## src/rtl/cons_inject_arb.sv

```systemverilog
// cons_inject_arb
//   Shares the console receive FIFO write port between the live UART RX path
//   and a buffered command-injection stream. Injected lines are held until
//   boot completes, then released one byte per free slot, with GAP idle
//   cycles after each byte. UART bytes always win the port.
//
// Ports:
//   clk, RST_X           clock, synchronous active-low reset
//   w_mtime, min_time    boot is done once w_mtime >= min_time (sticky)
//   cmd_valid/data/last  loader byte stream; cmd_ready = buffer not full
//   uart_we, uart_data   UART RX byte strobe (absolute priority)
//   r_consf_en           console FIFO read in progress; blocks injection
//   out_we, out_data     registered console FIFO write port
//   boot_done            sticky boot-complete flag
//   inj_busy             complete line pending or being sent
//
// Build option:
//   CONS_INJ_CRLF_EN     injected 8'h0A bytes are emitted as 8'h0D

module cons_inject_arb #(
   parameter int DEPTH = 16,
   parameter int GAP   = 4
) (
   input  logic        clk,
   input  logic        RST_X,
   input  logic [63:0] w_mtime,
   input  logic [63:0] min_time,
   input  logic        cmd_valid,
   input  logic [7:0]  cmd_data,
   input  logic        cmd_last,
   output logic        cmd_ready,
   input  logic        uart_we,
   input  logic [7:0]  uart_data,
   input  logic        r_consf_en,
   output logic        out_we,
   output logic [7:0]  out_data,
   output logic        boot_done,
   output logic        inj_busy
);

   localparam int AW = $clog2(DEPTH);
   localparam int PW = AW + 1;
   localparam int GW = $clog2(GAP + 2);

   typedef enum logic [1:0] {ST_WAIT_BOOT, ST_IDLE, ST_SEND, ST_GAP} state_t;

   state_t                state_q, state_d;
   logic [PW-1:0]         wr_ptr_q, wr_ptr_d, rd_ptr_q, rd_ptr_d;
   logic [PW-1:0]         lines_q, lines_d;
   logic [DEPTH-1:0][8:0] mem_q, mem_d;      // {last, data}
   logic [GW-1:0]         gap_cnt_q, gap_cnt_d;
   logic                  last_sent_q, last_sent_d;
   logic                  boot_done_q, boot_done_d;
   logic                  out_we_q, out_we_d;
   logic [7:0]            out_data_q, out_data_d;

   logic [PW-1:0] count, wr_prev;
   logic          full, empty, push, pop, flush;
   logic [8:0]    head;
   logic [7:0]    inj_byte;

   assign count     = wr_ptr_q - rd_ptr_q;
   assign wr_prev   = wr_ptr_q - PW'(1);
   assign full      = (count == PW'(DEPTH));
   assign empty     = (count == '0);
   assign cmd_ready = !full;
   assign push      = cmd_valid & !full;
   assign head      = mem_q[rd_ptr_q[AW-1:0]];
   // A full buffer with no line end can never drain on its own: treat the
   // whole contents as one line.
   assign flush     = full & (lines_q == '0);

`ifdef CONS_INJ_CRLF_EN
   assign inj_byte = (head[7:0] == 8'h0A) ? 8'h0D : head[7:0];
`else
   assign inj_byte = head[7:0];
`endif

   // FSM: next state and injection pop
   always_comb begin
      state_d     = state_q;
      gap_cnt_d   = gap_cnt_q;
      last_sent_d = last_sent_q;
      pop         = 1'b0;
      case (state_q)
         ST_WAIT_BOOT: if (boot_done_q) state_d = ST_IDLE;
         ST_IDLE:      if (lines_q != '0) state_d = ST_SEND;
         ST_SEND: begin
            // UART or a FIFO read defers the byte; state holds in SEND.
            if (!uart_we && !r_consf_en && !empty) begin
               pop         = 1'b1;
               last_sent_d = head[8];
               if (GAP > 0) begin
                  state_d   = ST_GAP;
                  gap_cnt_d = '0;
               end else if (head[8]) begin
                  state_d = ST_IDLE;
               end
            end
         end
         ST_GAP: begin
            // UART traffic does not stretch the gap.
            if (gap_cnt_q == GW'(GAP - 1))
               state_d = last_sent_q ? ST_IDLE : ST_SEND;
            else
               gap_cnt_d = gap_cnt_q + GW'(1);
         end
         default: state_d = ST_WAIT_BOOT;
      endcase
   end

   // Buffer, line counter and output port
   always_comb begin
      wr_ptr_d = wr_ptr_q + PW'(push);
      rd_ptr_d = rd_ptr_q + PW'(pop);
      mem_d    = mem_q;
      if (push)  mem_d[wr_ptr_q[AW-1:0]] = {cmd_last, cmd_data};
      if (flush) mem_d[wr_prev[AW-1:0]][8] = 1'b1;

      lines_d = lines_q;
      if (flush)
         lines_d = PW'(1);
      else if ((push & cmd_last) && !(pop & head[8])) begin
         if (lines_q != PW'(DEPTH)) lines_d = lines_q + PW'(1);
      end else if (!(push & cmd_last) && (pop & head[8]))
         lines_d = lines_q - PW'(1);

      boot_done_d = boot_done_q | (w_mtime >= min_time);
      out_we_d    = uart_we | pop;
      out_data_d  = out_data_q;
      if (uart_we)  out_data_d = uart_data;
      else if (pop) out_data_d = inj_byte;
   end

   always_ff @(posedge clk) begin
      if (!RST_X) begin
         state_q     <= ST_WAIT_BOOT;
         wr_ptr_q    <= '0;
         rd_ptr_q    <= '0;
         lines_q     <= '0;
         mem_q       <= '0;
         gap_cnt_q   <= '0;
         last_sent_q <= 1'b0;
         boot_done_q <= 1'b0;
         out_we_q    <= 1'b0;
         out_data_q  <= 8'h00;
      end else begin
         state_q     <= state_d;
         wr_ptr_q    <= wr_ptr_d;
         rd_ptr_q    <= rd_ptr_d;
         lines_q     <= lines_d;
         mem_q       <= mem_d;
         gap_cnt_q   <= gap_cnt_d;
         last_sent_q <= last_sent_d;
         boot_done_q <= boot_done_d;
         out_we_q    <= out_we_d;
         out_data_q  <= out_data_d;
      end
   end

   assign out_we    = out_we_q;
   assign out_data  = out_data_q;
   assign boot_done = boot_done_q;
   assign inj_busy  = (state_q != ST_WAIT_BOOT) &
                      ((lines_q != '0) | (state_q != ST_IDLE));

endmodule

```

## config.mk

```make
export PLATFORM = sky130hd
export DESIGN_NAME = cons_inject_arb
export DESIGN_NICKNAME = d
export VERILOG_FILES = /design/src/rtl/cons_inject_arb.sv
export SDC_FILE = /design/constraint.sdc
export NUM_CORES = 1
export LEC_CHECK = 0
export BUFFER_PORTS_ARGS = -buffer_cell sky130_fd_sc_hd__buf_4
export CORE_UTILIZATION = 57
export CTS_CLUSTER_DIAMETER = 30
export DETAILED_ROUTE_END_ITERATION = 8
export PLACE_DENSITY = 0.82
export SLEW_MARGIN = 15
export SYNTH_ARGS = -nofsm -noshare
export SYNTH_HDL_FRONTEND = slang
export SYNTH_SLANG_ARGS = --single-unit
```

## constraint.sdc

```tcl
create_clock -name clk -period 4.1 [get_ports clk]
set_input_delay 0.41 -clock clk [delete_from_list [all_inputs] [get_ports clk]]
set_output_delay 0.41 -clock clk [all_outputs]
set_load 0.01 [all_outputs]
```

# [After elaboration in Yosys (flattened, before gate mapping)]
# Cells that the tools add are included.
[totals] ff_bits=175 out_inout_bits=12 word_cells=116
[op_classes] addsub=7 magnitude_cmp=6 n_eq_ne=14 muxes=26 bitwise=10 reduce_logical=27
[ops] cell="144-bit 2-to-1 mux" n=2
[ops] cell="144-bit bitwise mux" n=1
[ops] cell="144-bit OR" n=1
[ops] cell="9-bit demux with 4-bit select" n=2
[ops] cell="64-bit greater-or-equal comparator" n=1
[ops] cell="9-bit binary-select mux with 4-bit select" n=1
[ops] cell="9-bit 2-to-1 mux" n=3
[ops] cell="8-bit 2-to-1 mux" n=2
[ops] cell="4-bit by 5-bit less-than comparator with 1-bit output, second input constant" n=3
[ops] cell="5-bit 2-to-1 mux" n=3
[ops] cell="5-bit by 1-bit adder with 5-bit output" n=2
[ops] cell="5-bit zero test" n=2
[ops] cell="2-bit 2-to-1 mux" n=5
[ops] cell="2-bit inequality test, second input constant" n=5
[ops] cell="4-bit by 1-bit greater-or-equal comparator with 1-bit output, second input constant" n=2
[ops] cell="2-bit case mux with 4 select lines" n=1
[ops] cell="2-bit nonzero test" n=4
[ops] cell="1-bit logical AND" n=6
[ops] cell="1-bit zero test" n=6
[ops] cell="3-bit 2-to-1 mux" n=2
[ops] cell="3-bit case mux with 2 select lines" n=1
[ops] cell="2-bit AND reduction" n=3
[ops] cell="5-bit by 1-bit adder with 5-bit output, second input constant" n=1
[ops] cell="1-bit AND" n=5
[ops] cell="other kinds (20)" n=26

# [Longest topological paths before layout]
# Gate-level depths: netlist of the first run.
[logic_depth] ltp_word=11 mapped_depth=16

# [Worst setup path before layout of the first run]
# No wires, ideal clock.
[synth_timing] path_type="register to register" start="reg rd_ptr_q[1]" end="reg lines_q[4]" t_arrival_ns=3.537 required_time_ns=4.014 slack_ns=0.478 path_stages_with_launch=17 path_buffers=3 path_cell_list="dfxtp_1 buf_2 buf_1 inv_1 ha_1 nand3b_1 and4b_1 a311o_2 and2_4 buf_6 o21ai_2 ha_1 a21o_1 a21oi_1 nand3_1 nor3b_1 a211oi_1"
[synth_between] elab_chain_cells=11 word_cells_on_any_way=23 cone_classes="add/sub (1); eq/ne (2); mux (5); bitwise (4); reduce/logical (11)"
[synth_rtl] item="start: declaration" line="48" rtl="logic [PW-1:0] wr_ptr_q, wr_ptr_d, rd_ptr_q, rd_ptr_d;"
[synth_rtl] item="start signal: assignment" line="150" rtl="rd_ptr_q <= rd_ptr_d;"
[synth_rtl] item="5-bit subtractor" line="62" rtl="assign count = wr_ptr_q - rd_ptr_q;"
[synth_rtl] item="5-bit zero test" line="65" rtl="assign empty = (count == '0);"
[synth_rtl] item="1-bit zero test" line="90" rtl="if (!uart_we && !r_consf_en && !empty) begin"
[synth_rtl] item="1-bit logical AND" line="90"
[synth_rtl] item="1-bit 2-to-1 mux" line="90"
[synth_rtl] item="1-bit 2-to-1 mux" line="85" rtl="case (state_q)"
[synth_rtl] item="1-bit AND" line="123, 125"
[synth_rtl] item="1-bit zero test" line="123" rtl="else if ((push & cmd_last) && !(pop & head[8])) begin"
[synth_rtl] item="1-bit logical AND" line="123"
[synth_rtl] item="2-bit by 1-bit inequality test with 1-bit output (no source line) or 2-bit nonzero test (tied branches)"
[synth_rtl] item="2-bit AND reduction (no source line)"
[synth_rtl] item="end signal: assignment" line="151" rtl="lines_q <= lines_d;"
[synth_rtl] item="end: declaration" line="49" rtl="logic [PW-1:0] lines_q, lines_d;"
# Several ways; a longest one is shown, not always the timed one. The select of a mux whose other input is x is not followed.
# A chain may end at the register's enable or synchronous reset.

# [Worst setup path in the final report of the first run]
[layout_timing] start="reg rd_ptr_q[0]" end="reg lines_q[4]"
# The elaborated chain is that of the path after synthesis.

==> results.json, run 1 <==
{
  "status": "finished, final reports clean",
  "num-fill-cells": 1205,
  "synth_cell_types": 54,
  "clk_pin_slew_ns": 0.07,
  "finalWeightedCongestion": 0.837,
  "fin_skew_ns": 0.0120,
  "drc": 0,
  "cts.repair.resized": 0,
  "ys_top_cells_by_count": "175 x dfxtp_1, 155 x nor2_1, 148 x mux2i_1",
  "layout_worst_path_cycle_share": 0.849,
  "num_antenna_cells": 0,
  "coreArea_sq_mm": 0.0166,
  "synth_area_sq_mm": 0.00972,
  "synth.net_count": 1213,
  "synthCells": 985,
  "endpoint": "lines_q[4]",
  "synth-seq-cells": 175,
  "fin_crit_ns": 3.48,
  "finalSetupViolCount": 0,
  "end_kind": "flop",
  "ys.flop_type": "dfxtp_1",
  "crit_fanout": 18,
  "grt.overflow.total": 0,
  "ios": 162,
  "grtUsageTotal": 0.282,
  "synth_top_area_share": 0.360,
  "antenna_left": 0,
  "final_layout_size_suffix_gt1_frac": 0.244,
  "cts.sinks": 175,
  "synthTopCellsByArea": "dfxtp_1 36%, mux2i_1 15%, mux4_2 10%, ha_1 9.9%, nor2_1 6.0%",
  "cts_buffers": 17,
  "grt_pass1_vias": 7672,
  "first_pass_iters": 7,
  "grt_pass1_wl_mm": 38.9,
  "power.static_leakage_uw": 0.00478,
  "vias": 7692,
  "grt_max_degree": 101,
  "drtIter0Drc": 452,
  "worstSetupStartpointType": "flop",
  "die_area_sq_mm": 0.0176,
  "hpwl_mm": 16.5,
  "finalWirelength_mm": 24.1,
  "routedWlPerCell_microns": 17.9,
  "irDropWorstVdd_mv": 0.480,
  "htreeDepth": 4,
  "dieHeight_microns": 133,
  "hold_class": "input pin to flop",
  "synthArstFlopShare": 0,
  "fmax_ghz": 0.287,
  "r2r_setup_slack_ns": 0.62,
  "critical_path_class": "flop to flop",
  "setup-tns-final_ns": 0,
  "cts_setup_buffers": 0,
  "worstRegToRegCells": 12,
  "cts_tree": "done",
  "antenna_found_initial": 0,
  "synth_most_common_cell": "dfxtp_1",
  "cp.required_ns": 4.45,
  "vias_per_cell": 5.69,
  "numPortBuffers": 161,
  "grt_setup_unrepaired": "false",
  "start_util": 0.584,
  "tightest_slew_ns": 1.01,
  "ys_seq_area_frac": 0.360,
  "timing.rr.end": "lines_q[4]",
  "avgSynthCellArea_sq_um": 9.87,
  "slew_viol_final": 0,
  "slew_headroom": 0.329,
  "hold_viol_final": 0,
  "reg2reg_from": "rd_ptr_q[0]",
  "clk_latency_ns": 0.44,
  "fin_nets": 1347,
  "ys_warn_count": 0,
  "clockRootBuffer": "clkbuf_16",
  "cts_hold_buf": 0,
  "synth_edf_count": 0,
  "cp.arrival_ns": 3.83,
  "syn2layout_area_growth_pct": 20.3,
  "rows": 47,
  "holdWs_ns": 0.245,
  "synth.largest_area_cell": "dfxtp_1",
  "drv_cap": 0,
  "power.density_mw_per_mm2": 346,
  "cts.path.max_buffers": 2,
  "worstSetupStartpoint": "rd_ptr_q[0]",
  "die_w_microns": 133
}
[placed cells by master, fill, tap and decap left out, drive strengths merged, types with 2 or more instances in the layout]
cell,netlist,layout
dfxtp,175,175
nor2,171,171
buf,17,167
mux2i,149,149
inv,83,87
ha,77,77
a21oi,49,49
mux4,44,44
nand2,39,39
clkbuf,35,20
a21o,15,15
nand3,14,14
nand4,13,13
o21ai,13,13
a221oi,10,10
nor3,9,9
a211oi,8,8
xnor2,7,7
and2,7,7
nor2b,6,6
nand2b,6,6
bufinv,0,4
nor4,4,4
clkinv,1,4
a31oi,3,3
xor2,3,3
and3,3,3
nand3b,2,2
a211o,2,2
or2,2,2
o31ai,2,2
and4,2,2
o211ai,2,2
[layout make-up]
class	count	area, sq um	share of cell area
Timing Repair Buffer	167	1270	0.108
Tap cell	220	275	0.0235
Inverter	84	318	0.0272
Clock buffer	20	457	0.0390
Sequential cell	175	3510	0.300
Multi-Input combinational cell	674	5680	0.485
Clock inverter	12	199	0.0170
[power by group]
| part | switching [uW] | internal, uW |
|---|---|---|
| Sequential | 27.5 | 1730 |
| Clock | 715 | 1070 |
| Combinational | 254 | 252 |
| Total | 997 | 3060 |
[per-layer routing]
metal  global-route usage  vias up  share of wire
li1                     -     3740              -
met1                0.347     3622           0.42
met2                0.482      256           0.49
met3               0.0621       74          0.053
met4                0.112        0          0.036
met5                    0        -              0
[critical path, cell delays in order (launching register included)]
cell,delay [ns]
dfxtp_2,0.73
ha_1,0.27
nand3b_1,0.16
nand2_1,0.09
a311o_2,0.41
and2_4,0.21
o21ai_2,0.31
ha_1,0.33
a21o_1,0.17
a21oi_1,0.23
nand3_1,0.12
nor3b_1,0.16
a211oi_1,0.20
[kinds of logic (layout without fill, tap and decap cells)]
kind of cell | Yosys count | after routing | share of synthesized area
compound gates | 111 | 111 | 0.0735
xor+xnor | 11 | 11 | 0.0113
fa+ha+maj | 78 | 78 | 0.101
buf+inv | 136 | 283 | 0.0557
flops | 175 | 175 | 0.360
mux | 194 | 194 | 0.258
simple gates | 280 | 280 | 0.140
[per-stage QoR]
stage	instance area, sq um	std cells	setup slack [ns]	total power, uW	util
3_5_place_dp	11000	1320	0.630	2300	0.664
5_1_grt	11700	1352	0.364	4210	0.703
4_1_cts	11700	1352	0.622	4070	0.703
2_1_floorplan	9720	985	0.478	2090	-
6_report	11700	1352	0.618	4050	0.703
3_3_place_gp	11000	1320	0.734	2280	0.664
[how the worst min path moves through the flow]
stage | startpoint | end | slack, ns | cells after the start
after global placement | flop | flop | 0.47 | 2
final | uart_data[2] | out_data[2] | 0.25 | 3
after floorplan | lines_q[4] | lines_q[4] | 0.45 | 1
after CTS | uart_data[2] | out_data[2] | 0.23 | 3
after detailed placement | flop | flop | 0.48 | 2
after global routing | uart_data[2] | out_data[2] | 0.25 | 3
No activity file was read; power rests on OpenSTA's default activity.
==> run 2, diff against run 1 <==
clock period = 3.6 ns   (was 4.1 ns; I/O delays follow)
==> run 2 against run 1 <==
Utilization decreased by 0.38 points. Combinational power increased by 14%. Critical path depth unchanged. Clock-buffer cell count down 1. Sequential share of layout area increased by 0.16 points. Register-to-register slack got worse by 0.34 ns. Global-route usage up 0.38 points. Final area down 0.55%. Sequential power grew 14%. Routed wire length grew 1.0%. Die area did not move. Flip-flop and latch count unchanged.
==> results.json, run 2 (synthesized netlist as in run 1, its figures left out) <==
{
  "grtUsageTotal": 0.286,
  "critical_path_class": "flop to flop",
  "layout_worst_path_cycle_share": 0.923,
  "cpMostUsedCell": "ha_1",
  "grt_max_degree": 81,
  "end_kind": "flop",
  "cts.repair.resized": 0,
  "cts.path.max_buffers": 2,
  "grt_pass1_wl_mm": 39.3,
  "irDropWorstVdd_mv": 0.371,
  "start_util": 0.584,
  "rows": 47,
  "mostFrequentLayoutCells": "173 x dfxtp_1, 169 x buf_4, 155 x nor2_1",
  "crit_fanout": 7,
  "cts_hold_buf": 0,
  "finalWirelength_mm": 24.4,
  "holdWs_ns": 0.198,
  "power_uw": 4370,
  "setup-tns-final_ns": 0,
  "tightest_slew_ns": 0.827,
  "slew_viol_final": 0,
  "antenna_found_initial": 0,
  "cts_tree": "done",
  "power.density_mw_per_mm2": 376,
  "final_common_cell": "dfxtp_1",
  "drc": 0,
  "vias_per_cell": 5.70,
  "grt_setup_unrepaired": "false",
  "cts_setup_buffers": 0,
  "routedWlPerCell_microns": 18.0,
  "fmax_ghz": 0.301,
  "status": "finished, final reports clean",
  "num-fill-cells": 1266,
  "clk_pin_slew_ns": 0.07,
  "path_cells": "ha_1 > xnor3_1 > and4b_1 > a311o_2 > and2_4 > o21ai_2 > ha_1 > a21o_1 > a21oi_1 > nand3_1 > nor3b_1 > a211oi_1",
  "finalSetupViolCount": 0,
  "dpl.cell_count": 1323,
  "dieHeight_microns": 133,
  "utilization": 0.699,
  "final_layout_size_suffix_gt1_frac": 0.246,
  "finalWeightedCongestion": 0.920,
  "die_area_sq_mm": 0.0176,
  "fin_nets": 1350,
  "crit_slowest_cell": "a311o_2",
  "hold_class": "input pin to flop",
  "first_pass_iters": 5,
  "fin_cells": 1355,
  "numPortBuffers": 161,
  "ios": 162,
  "cp_top_family": "compound AO/OA/AOI/OAI gates",
  "antenna_left": 0,
  "hold_viol_final": 0,
  "critPathMaxStageDelay_ns": 0.39,
  "slew_headroom": 0.449,
  "cp.required_ns": 3.95,
  "fin_crit_ns": 3.32,
  "vias": 7721,
  "fin_skew_ns": 0.00990,
  "power.static_leakage_uw": 0.00475,
  "drtIter0Drc": 503,
  "syn2layout_area_growth_pct": 19.7,
  "coreArea_sq_mm": 0.0166,
  "cp.arrival_ns": 3.67,
  "hpwl_mm": 17.0,
  "crit_buf_inv": 0,
  "clockRootBuffer": "clkbuf_16",
  "grt_pass1_vias": 7647,
  "num_antenna_cells": 0,
  "clk_latency_ns": 0.43,
  "cts.sinks": 175,
  "htreeDepth": 4,
  "die_w_microns": 133,
  "drv_cap": 0,
  "grt.overflow.total": 0,
  "cts_buffers": 17,
  "worstSetupStartpointType": "flop"
}
## run 2: changes by cell type in the layout (fill, tap and decap cells not counted)
cell,before,now
bufinv_16,4,1
inv_8,4,2
clkinv_2,0,3
inv_6,0,4
clkinvlp_4,1,2
clkinv_4,3,1
buf_4,166,169
clkbuf_8,2,1
## run 2: path summary, 6_finish.rpt
| kind | cells after the start | end | startpoint | slack [ns] |
|---|---|---|---|---|
| hold reg to reg | 2 | gap_cnt_q[0] | gap_cnt_q[0] | 0.49 |
| setup / recovery | 12 | lines_q[4] | wr_ptr_q[3] | 0.28 |
| setup reg to reg | 12 | lines_q[4] | wr_ptr_q[3] | 0.28 |
| hold / removal | 3 | out_data[6] | uart_data[6] | 0.20 |
## run 2: report_power, final
part           internal (uW)  total [uW]  switching (uW)
Combinational            288         579             291
Clock                    986        1790             807
Sequential              1970        2000            29.6
Total                   3250        4370            1130
## run 2: through the flow
stage	cell area, sq um	setup slack (ns)
global placement	11100	0.417
detailed placement	11100	0.335
global route	11600	0.0607
floorplan	9730	0.117
finish	11600	0.278
CTS	11600	0.290
## run 2: final cells by class
| class | count | area [sq um] | share of cell area |
|---|---|---|---|
| Inverter | 84 | 318 | 0.0273 |
| Tap cell | 220 | 275 | 0.0237 |
| Clock buffer | 19 | 443 | 0.0381 |
| Clock inverter | 13 | 126 | 0.0109 |
| Timing Repair Buffer | 170 | 1290 | 0.111 |
| Multi-Input combinational cell | 674 | 5680 | 0.488 |
| Sequential cell | 175 | 3510 | 0.301 |
## run 2: layer usage
layer | part of all wire | GRT usage | routed length, microns
met1 | 0.42 | 0.352 | 10300
met3 | 0.056 | 0.0552 | 1360
met2 | 0.49 | 0.499 | 12000
met4 | 0.028 | 0.102 | 672
met5 | 0 | 0 | 0
## run 2: worst reg2reg max path: cells and delay by family (launching register included)
kind / cells / cell delay [ns]
compound gates: 5 / 1.27
xor+xnor: 1 / 0.38
fa+ha+maj: 2 / 0.56
flops: 1 / 0.38
simple gates: 4 / 0.66
==> run 3, diff against run 2 <==
CORE_UTILIZATION = 42   (was 57)
PLACE_DENSITY = 0.63   (was 0.82)
==> run 3 against run 2 <==
Critical endpoint unchanged. Global-route usage fell by 7.0 points. Sequential power about the same. Critical path depth stayed put. Non-clock buffer count grew 3. Routed wire length grew 1.3%. Cell count grew 5.0%. Final area is 1.3% higher. Sequential share of layout area decreased by 0.39 points. Worst hold slack got worse by 0.020 ns. Die area increased by 35%. Register-to-register slack hardly changed. Via count fell by 3.8%.
==> results.json, run 3 (synthesized netlist as in run 1, its figures left out) <==
{
  "numPortBuffers": 161,
  "htreeDepth": 4,
  "finalWirelength_mm": 24.7,
  "finalWeightedCongestion": 0.845,
  "cts.repair.resized": 0,
  "dieHeight_microns": 154,
  "fin_nets": 1353,
  "critical_path_class": "flop to flop",
  "holdWs_ns": 0.178,
  "mostFrequentLayoutCells": "173 x dfxtp_1, 173 x buf_4, 155 x nor2_1",
  "crit_fanout": 7,
  "hold_class": "input pin to flop",
  "routedWlPerCell_microns": 17.4,
  "power.static_leakage_uw": 0.00480,
  "place_ws_ns": 0.268,
  "drv_cap": 0,
  "fmax_ghz": 0.301,
  "setup_slack_ns": 0.278,
  "power.density_mw_per_mm2": 386,
  "cts_buffers": 17,
  "slew_headroom": 0.502,
  "vias_per_cell": 5.22,
  "num_antenna_cells": 0,
  "clk_pin_slew_ns": 0.07,
  "drc": 0,
  "cp.arrival_ns": 3.69,
  "first_pass_iters": 5,
  "fin_skew_ns": 0.0103,
  "final_layout_size_suffix_gt1_frac": 0.249,
  "grt_max_degree": 77,
  "layout_worst_path_cycle_share": 0.923,
  "fin_crit_ns": 3.32,
  "grt.overflow.total": 0,
  "cp.required_ns": 3.97,
  "cts_tree": "done",
  "end_kind": "flop",
  "tightest_slew_ns": 0.746,
  "cts.path.max_buffers": 2,
  "grt_pass1_wl_mm": 39.9,
  "ios": 162,
  "cts.sinks": 175,
  "cts_hold_buf": 0,
  "die_area_sq_mm": 0.0238,
  "rows": 55,
  "die_w_microns": 154,
  "cts_setup_buffers": 0,
  "setup-tns-final_ns": 0,
  "hold_viol_final": 0,
  "coreArea_sq_mm": 0.0226,
  "worstSetupStartpointType": "flop",
  "grt_setup_unrepaired": "false",
  "status": "finished, final reports clean",
  "drtIter0Drc": 479,
  "antenna_left": 0,
  "clk_latency_ns": 0.45,
  "irDropWorstVdd_mv": 0.248,
  "syn2layout_area_growth_pct": 21.2,
  "finalSetupViolCount": 0,
  "clockRootBuffer": "clkbuf_16",
  "start_util": 0.429,
  "hpwl_mm": 17.7,
  "antenna_found_initial": 0,
  "grt_pass1_vias": 7514,
  "grtUsageTotal": 0.216,
  "slew_viol_final": 0,
  "vias": 7425
}
-- run 3: where the power goes --
part	internal [uW]	leakage [uW]	switching [uW]
registers	1970	0.00142	28.9
logic	286	0.00307	289
clock network	1070	0.000311	904
total	3330	0.00480	1220
-- run 3: worst paths after layout --
path	end	slack, ns	depth (start not counted)	from
max	lines_q[4]	0.28	12	wr_ptr_q[3]
min	out_data[1]	0.18	3	uart_data[1]
max reg2reg	lines_q[4]	0.28	12	wr_ptr_q[3]
min reg2reg	gap_cnt_q[0]	0.49	2	gap_cnt_q[0]
-- run 3: final cells by class --
cell class	count	area, sq um
Sequential cell	175	3510
Inverter	84	318
Multi-Input combinational cell	674	5680
Clock inverter	15	206
Tap cell	285	357
Fill cell	2155	10900
Timing Repair Buffer	173	1300
Clock buffer	17	425
-- run 3: through the flow --
| step | cell area (sq um) | cells | power (uW) | util |
|---|---|---|---|---|
| after floorplan | 9730 | 985 | 2380 | - |
| after global placement | 11200 | 1391 | 2610 | 0.493 |
| after detailed placement | 11200 | 1391 | 2620 | 0.493 |
| after CTS | 11800 | 1423 | 4590 | 0.521 |
| after global routing | 11800 | 1423 | 4740 | 0.521 |
| final | 11800 | 1423 | 4550 | 0.521 |
-- run 3: routing by layer --
layer	global-route usage	up-vias	routed length, microns
met5	0	-	0
met4	0.0629	0	434
met3	0.0468	37	1090
met2	0.367	145	11900
met1	0.275	3510	11300
li1	-	3733	-
-- run 3: critical path, stage by stage (launching register included) --
cell	delay, ns
dfxtp_1	0.38
ha_1	0.22
xnor3_1	0.39
and4b_1	0.21
a311o_2	0.39
and2_4	0.15
o21ai_2	0.29
ha_1	0.33
a21o_1	0.17
a21oi_1	0.24
nand3_1	0.13
nor3b_1	0.16
a211oi_1	0.19
